### src/rtl/seven_seg_pkg.sv
// Shared constants and encode helper for the 7-segment codec.
// Patterns are active-high, bit order gfedcba in [6:0].
package seven_seg_pkg;

  localparam int DP_BIT = 7;

  localparam logic [6:0] SEG_BLANK = 7'h00;

  localparam logic [6:0] SEG_LUT [0:9] = '{
    7'h3F, 7'h06, 7'h5B, 7'h4F, 7'h66,
    7'h6D, 7'h7D, 7'h07, 7'h7F, 7'h6F
  };

  function automatic logic [6:0] seg_encode(
    input logic [3:0] digit
  );
    if (digit > 4'd9)
      return SEG_BLANK;
    return SEG_LUT[digit];
  endfunction

endpackage

### src/rtl/seven_seg_if.sv
// Codec data bus: encode in/out and decode in/out.
// master = driver/observer side, slave = codec side.
interface seven_seg_if;

  logic [3:0] dig_in;
  logic       dec_in;
  logic [7:0] seg_out;
  logic [7:0] seg_in;
  logic [3:0] dig_out;
  logic       dec_out;
  logic       invalid;

  modport master (
    output dig_in, dec_in, seg_in,
    input  seg_out, dig_out, dec_out, invalid
  );

  modport slave (
    input  dig_in, dec_in, seg_in,
    output seg_out, dig_out, dec_out, invalid
  );

endinterface

### src/rtl/seg_pattern_decode.sv
// Combinational active-high 7-bit pattern to digit lookup.
// Ports: pattern in; digit out (0 on miss); match out.
module seg_pattern_decode
  import seven_seg_pkg::*;
(
  input  logic [6:0] pattern,
  output logic [3:0] digit,
  output logic       match
);

  always_comb begin
    digit = '0;
    match = 1'b0;
    for (int i = 0; i < 10; i++) begin
      if (pattern == SEG_LUT[i]) begin
        digit = 4'(i);
        match = 1'b1;
      end
    end
  end

endmodule

### src/rtl/seven_seg_codec.sv
// Registered 7-seg encode and decode, independent 1-cycle pipes.
// Ports: clk, rst_n (async, active-low), bus (seven_seg_if.slave).
module seven_seg_codec
  import seven_seg_pkg::*;
#(
  parameter bit SEG_ACTIVE_LOW = 1'b0
) (
  input logic        clk,
  input logic        rst_n,
  seven_seg_if.slave bus
);

  // XOR mask flips a..g only; DP stays active-high.
  localparam logic [6:0] POL =
    SEG_ACTIVE_LOW ? 7'h7F : 7'h00;

  logic [6:0] seg_norm;
  logic [3:0] dec_digit;
  logic       dec_match;

  assign seg_norm = bus.seg_in[6:0] ^ POL;

  seg_pattern_decode u_dec (
    .pattern (seg_norm),
    .digit   (dec_digit),
    .match   (dec_match)
  );

  always_ff @(posedge clk or negedge rst_n) begin
    if (!rst_n) begin
      bus.seg_out <= {1'b0, SEG_BLANK ^ POL};
      bus.dig_out <= '0;
      bus.dec_out <= 1'b0;
      bus.invalid <= 1'b1;
    end else begin
      bus.seg_out <= {bus.dec_in,
                      seg_encode(bus.dig_in) ^ POL};
      bus.dig_out <= dec_digit;
      bus.dec_out <= bus.seg_in[DP_BIT];
      bus.invalid <= ~dec_match;
    end
  end

endmodule

### src/flat_wrapper.sv
// flat-port wrapper written by rule: the top's interface ports become plain ports
module seven_seg_codec_flat import seven_seg_pkg::*;
#(
  parameter bit SEG_ACTIVE_LOW = 1'b0
)
  (clk, rst_n, bus_dig_in, bus_dec_in, bus_seg_in, bus_seg_out, bus_dig_out, bus_dec_out, bus_invalid);
  seven_seg_if bus_i ();
  input logic clk;
  input logic rst_n;
  input wire logic [$bits(bus_i.dig_in)-1:0] bus_dig_in;
  input wire logic [$bits(bus_i.dec_in)-1:0] bus_dec_in;
  input wire logic [$bits(bus_i.seg_in)-1:0] bus_seg_in;
  output wire logic [$bits(bus_i.seg_out)-1:0] bus_seg_out;
  output wire logic [$bits(bus_i.dig_out)-1:0] bus_dig_out;
  output wire logic [$bits(bus_i.dec_out)-1:0] bus_dec_out;
  output wire logic [$bits(bus_i.invalid)-1:0] bus_invalid;
  assign bus_i.dig_in = bus_dig_in;
  assign bus_i.dec_in = bus_dec_in;
  assign bus_i.seg_in = bus_seg_in;
  assign bus_seg_out = bus_i.seg_out;
  assign bus_dig_out = bus_i.dig_out;
  assign bus_dec_out = bus_i.dec_out;
  assign bus_invalid = bus_i.invalid;
  seven_seg_codec #(.SEG_ACTIVE_LOW(SEG_ACTIVE_LOW)) u_core (.clk(clk), .rst_n(rst_n), .bus(bus_i));
endmodule
### config.mk
export PLATFORM = sky130hd
export DESIGN_NAME = seven_seg_codec_flat
export DESIGN_NICKNAME = d
export VERILOG_FILES = /design/src/rtl/seven_seg_pkg.sv /design/src/rtl/seven_seg_if.sv /design/src/rtl/seg_pattern_decode.sv /design/src/rtl/seven_seg_codec.sv /design/src/flat_wrapper.sv
export SDC_FILE = /design/constraint.sdc
export NUM_CORES = 1
export LEC_CHECK = 0
export ABC_AREA = 1
export CORE_MARGIN = 1.5
export CORE_UTILIZATION = 45
export DETAILED_ROUTE_END_ITERATION = 8
export PLACE_DENSITY = 0.8
export RECOVER_POWER = 100
export SYNTH_ARGS = -nofsm -noshare
export SYNTH_HDL_FRONTEND = slang
export SYNTH_SLANG_ARGS = --single-unit
### constraint.sdc
create_clock -name clk -period 0.95 [get_ports clk]
set_input_delay 0.19 -clock clk [delete_from_list [all_inputs] [get_ports clk]]
set_output_delay 0.19 -clock clk [all_outputs]
set_load 0.005 [all_outputs]
Yosys cells after proc, flatten, opt, wreduce, memory -nomap -nowiden
Memories as Yosys holds them, arrays and structs flattened.
Cells that the tools add are included.
Cells by class
  order comparisons: 2
  equal/unequal tests: 10
  muxes and demuxes: 24
  bitwise logic cells: 2
Operators by type and width (count)
  7-bit == test (second input constant): 7
  4-bit 2-to-1 mux: 8
  7-bit 2-to-1 mux: 4
  7-bit by 3-bit == test with 1-bit output (second input constant): 2
  1-bit 2-to-1 mux: 12
  7-bit by 6-bit == test with 1-bit output (second input constant): 1
  5-bit greater-or-equal comparator (second input constant): 1
  4-bit inverter with 5-bit output: 1
  4-bit > comparator (second input constant): 1
  1-bit inverter: 1
Storage, ports and cells
  bits in registers: 14
  memory bits (read-only): 112
  input bits: 15
  output and inout bits: 14
  word-level logic and storage cells: 43
  memories kept: 1
Memories
  (no name shown): depth 16, bits a word 7, rd ports 1, clocked after Yosys merged registers in 0, wr ports 0, line seven_seg_pkg.sv:19  | return SEG_LUT[digit];

Longest topological paths before layout
  word-level depth: 12
  depth in mapped cells: 8
  depth with buffers taken out: 8

Cells and area by module
A second synthesis with hierarchy kept.
Unflattened totals
  cell total of the unflattened synthesis: 120
  area, all modules: 832.0 um^2
By module, submodules not included
  seven_seg_codec: instances 1, cells an instance 60, area an instance 585.6 um^2, seq. area each 351.6 um^2
  seg_pattern_decode: instances 1, cells an instance 60, area an instance 246.5 um^2, seq. area each 0.0 um^2

Worst setup path before layout
OpenSTA, ideal clock, no wires.
  kind: input port to flip-flop
  start: in bus_dig_in[0]
  end: reg u_core.bus.seg_out[3]
  library setup time: 0.120 ns
  arrival time: 0.801 ns
  required time: 0.830 ns
  path slack: 0.029 ns
  stages: 6
  path buffers: 0
  path through: inv_1 ha_1 nand2_1 nand3_1 o21ai_0 inv_1
On the way
  longest elaborated chain between the ends: 5
  elaborated cells between the ends (all ways): 7
  classes of those cells: 1 x order compare; 4 x mux; 1 x bitwise; 1 x memory
Ends and longest elaborated chain
  start: declaration: line flat_wrapper.sv:10  | input wire logic [$bits(bus_i.dig_in)-1:0] bus_dig_in;
  4-bit inverter with 5-bit output (not written as such): line seven_seg_pkg.sv:19
  memory read 16 x 7 bit
  7-bit 2-to-1 mux (not written as such) (2 in a row): line seven_seg_pkg.sv:19
  7-bit 2-to-1 mux (*): line seven_seg_pkg.sv:19
  end signal: assignment: line seven_seg_codec.sv:31  | bus.seg_out <= {1'b0, SEG_BLANK ^ POL};
  end signal: assignment: line seven_seg_codec.sv:36  | bus.seg_out <= {bus.dec_in,
  end: declaration: line seven_seg_if.sv:20  | output seg_out, dig_out, dec_out, invalid
Mark *: on every way between the ends. The rest lies on a longest branch, timed or not. The select of a mux whose other input is x is not followed.

Final worst setup path
  start: reg u_core.bus.invalid
  end: out bus_invalid
RTL lines
  start: declaration: line seven_seg_if.sv:20
  start signal: assignment: line seven_seg_codec.sv:40  | bus.invalid <= ~dec_match;
  end: declaration: line flat_wrapper.sv:16  | output wire logic [$bits(bus_i.invalid)-1:0] bus_invalid;
No word-level cell between the ends.

==> summary.md <==
| Metric | Value |
|---|---|
| Syn Nets | `118` |
| Worst-Margin Slew | `0.241 ns` |
| Critical path type | `flip-flop to output pin` |
| Post-route clock period utilization | `112%` |
| HP Class | `input pin to flip-flop` |
| Slowest CP cell | `dfstp_2` |
| Clock power frac | `26.1%` |
| First-pass GRT wire length | `2560 um` |
| Power share of the combinational group | `21.4%` |
| Most frequent cells in the layout | `24 x nand2_1, 14 x inv_1, 14 x buf_2, 13 x dfrtp_1, 12 x nor2_1` |
| Number of global-route vias before repair | `668` |
| H-tree depth | `1` |
| Sequential share of power | `52.4%` |
| Power Total | `1.23 mW` |
| Post-Syn Area | `746 sq um` |
| Post-route setup TNS | `-0.113 ns` |
| Dpl hpwl | `1210 um` |
| Critical path origin | `u_core.bus.invalid$_DFF_PN1_` |
| Critical path data required time | `0.76 ns` |
| Grt ovf | `0` |
| # fillers | `128` |
| Arr. time, crit path | `0.87 ns` |
| Share of cells above drive strength 1 | `32.1%` |
| Post-route cell area | `0.00110 sq mm` |
| Hold path cells | `2` |
| Root buf cell | `clkbuf_4` |
| RSZ-0062 raised after global routing | `true` |
| Leak pwr | `0.653 nW` |
| Clock Tree Buf Depth | `2` |
| Floorplan row count | `14` |
| Cell Pwr Density | `1110 mW/mm^2` |
| Hold EP | `u_core.bus.seg_out[4]$_DFF_PN0_` |
| FF/Latch Area | `352 sq um` |
| 1st-pass router iterations | `4` |
| Routability cong. | `0.892` |
| Buf/Inv on CP | `1` |
| CTS buffer count | `3` |
| Die width | `43.7 um` |
| Crit-path max cell delay | `0.53 ns` |
| Initial antenna violation count | `0` |
| Hold_sp | `bus_dig_in[0]` |
| Final hold slack | `0.152 ns` |
| Core area | `0.00152 sq mm` |
| Post-Syn Instances | `98` |
| Number of synthesized register bits | `14` |
| Routed Antenna Nets | `0` |
| Layout Nets | `161` |
| Die H | `43.7 um` |
| DRC violations left | `0` |
| Pin count of the biggest net entering global routing | `11` |
| Net Sw Frac | `25.0%` |
| Most common library cell in the layout ignoring fill and taps | `nand2_1` |
| Area occupied by multi-input gates | `355 sq um` |
| # diodes | `0` |
| Fmax | `940 MHz` |
| Crit end category | `output pin` |
| Internal power | `0.919 mW` |
| Clk sink count | `14` |
| Synth warnings | `0` |
| Worst-path fanout max | `1` |
| Synth cell types | `15` |
| Peak VDD IR | `0.411 mV` |
| Worst-path cell chain | `buf_6` |
| Clock transition at path regs | `0.07 ns` |
| Area added between synthesis and finish | `47.5%` |
| Slew headroom | `83.9%` |
| Sequential share of the synthesized area | `47.1%` |
| Hold Violations, Final | `0` |
| Placed cells | `151` |
| Final cell count without fillers | `156` |
| Initial core utilization | `48.9%` |
| Vias/cell | `4.86` |
| Max Slew Vio Count | `0` |
| Initial DRC Count | `7` |
| Delay-heaviest family, CP | `flip-flops` |
| Die footprint | `0.00191 sq mm` |
| Final setup fails | `1` |
| Outcome | `finished, violations left` |
| Setup ws final | `-0.113 ns` |
| I/O Buffers | `28` |
| Global Route Usage Sum | `17.3%` |
| Detailed Route WL | `1600 um` |
| CTS tree | `built` |
| IO Count | `29` |
| Syn Area/Cell | `7.61 sq um` |
| Wirelength per Cell | `10.2 um` |
| Time the worst path needs with I/O delays and setup | `1.06 ns` |
| Hold-fix buffers, CTS | `0` |
| Via count | `758` |
| Max cap viols | `0` |
| Area post-placement | `0.00111 sq mm` |
| Setup crit start kind | `flip-flop` |
| Failing checks | `negative setup slack` |
| Power dissipated by switching net loads | `0.307 mW` |
## cell families (layout without fill, tap and decap cells)
family,Yosys count,count (layout),synth area share (%)
simple gates,52,52,29.7
buf+inv,20,62,10.1
fa+ha+maj,5,5,8.39
flops,14,14,47.1
compound gates,7,7,4.70
## registers in the layout, summed over array words and instances (netlist names)
name                cells
u_core.bus.seg_out      8
u_core.bus.dec_out      1
u_core.bus.dig_out      4
u_core.bus.invalid      1
## area by class of cell
| type | count | share of cell area [%] |
|---|---|---|
| clock buffers | 4 | 2.39 |
| inverters | 20 | 6.83 |
| multi-input cells | 64 | 32.3 |
| flip-flops and latches | 14 | 32.0 |
| well taps | 16 | 1.82 |
| repair buffers | 38 | 24.7 |
## routing by layer
metal / global-route usage, % / share of wire [%] / routed length [um]
met1: 20.1 / 40 / 633
met2: 32.6 / 53 / 847
met5: 0 / 0 / 0
met3: 2.08 / 7.4 / 118
met4: 5.45 / 0 / 0
## synth_stat cells, drive strengths merged
master / instances / area (sq um)
nand3: 5 / 25.0
nand3b: 1 / 7.51
o21ai: 6 / 30.0
dfstp: 1 / 26.3
nand4: 1 / 6.26
a21oi: 1 / 5.00
nor2: 16 / 67.6
dfrtp: 13 / 325
nor3: 1 / 5.00
nand2: 28 / 110
inv: 20 / 75.1
ha: 5 / 62.6
## power by group through the flow
stage / Sequential [mW] / Clock, mW / Combinational, mW
after floorplan: 0.662 / 0 / 0.0865
after global placement: 0.655 / 0 / 0.286
after detailed placement: 0.656 / 0 / 0.291
after CTS: 0.643 / 0.332 / 0.254
after global routing: 0.646 / 0.369 / 0.295
final: 0.643 / 0.320 / 0.263
## repair_timing
action / in CTS / in global routing
resized for setup: 78 / 12
pin swaps: 4 / 0
endpoints found under the setup margin: 26 / 21
buffers inserted: 0 / 1
## worst max-delay path by stage
stage	end	cells past startpoint
detailed placement	u_core.bus.seg_out[0]$_DFF_PN0_	7
finish	bus_invalid	1
global placement	u_core.bus.seg_out[3]$_DFF_PN0_	7
CTS	bus_invalid	1
floorplan	u_core.bus.seg_out[3]$_DFF_PN0_	6
global route	bus_invalid	1
## through the flow
step / utilization, % / setup slack [ns]
after floorplan: - / 0.0295
after global placement: 73.1 / -0.535
after CTS: 71.3 / -0.118
final: 72.2 / -0.113
after global routing: 72.2 / -0.147
after detailed placement: 73.1 / -0.620
No activity file was read; power rests on OpenSTA's default activity.
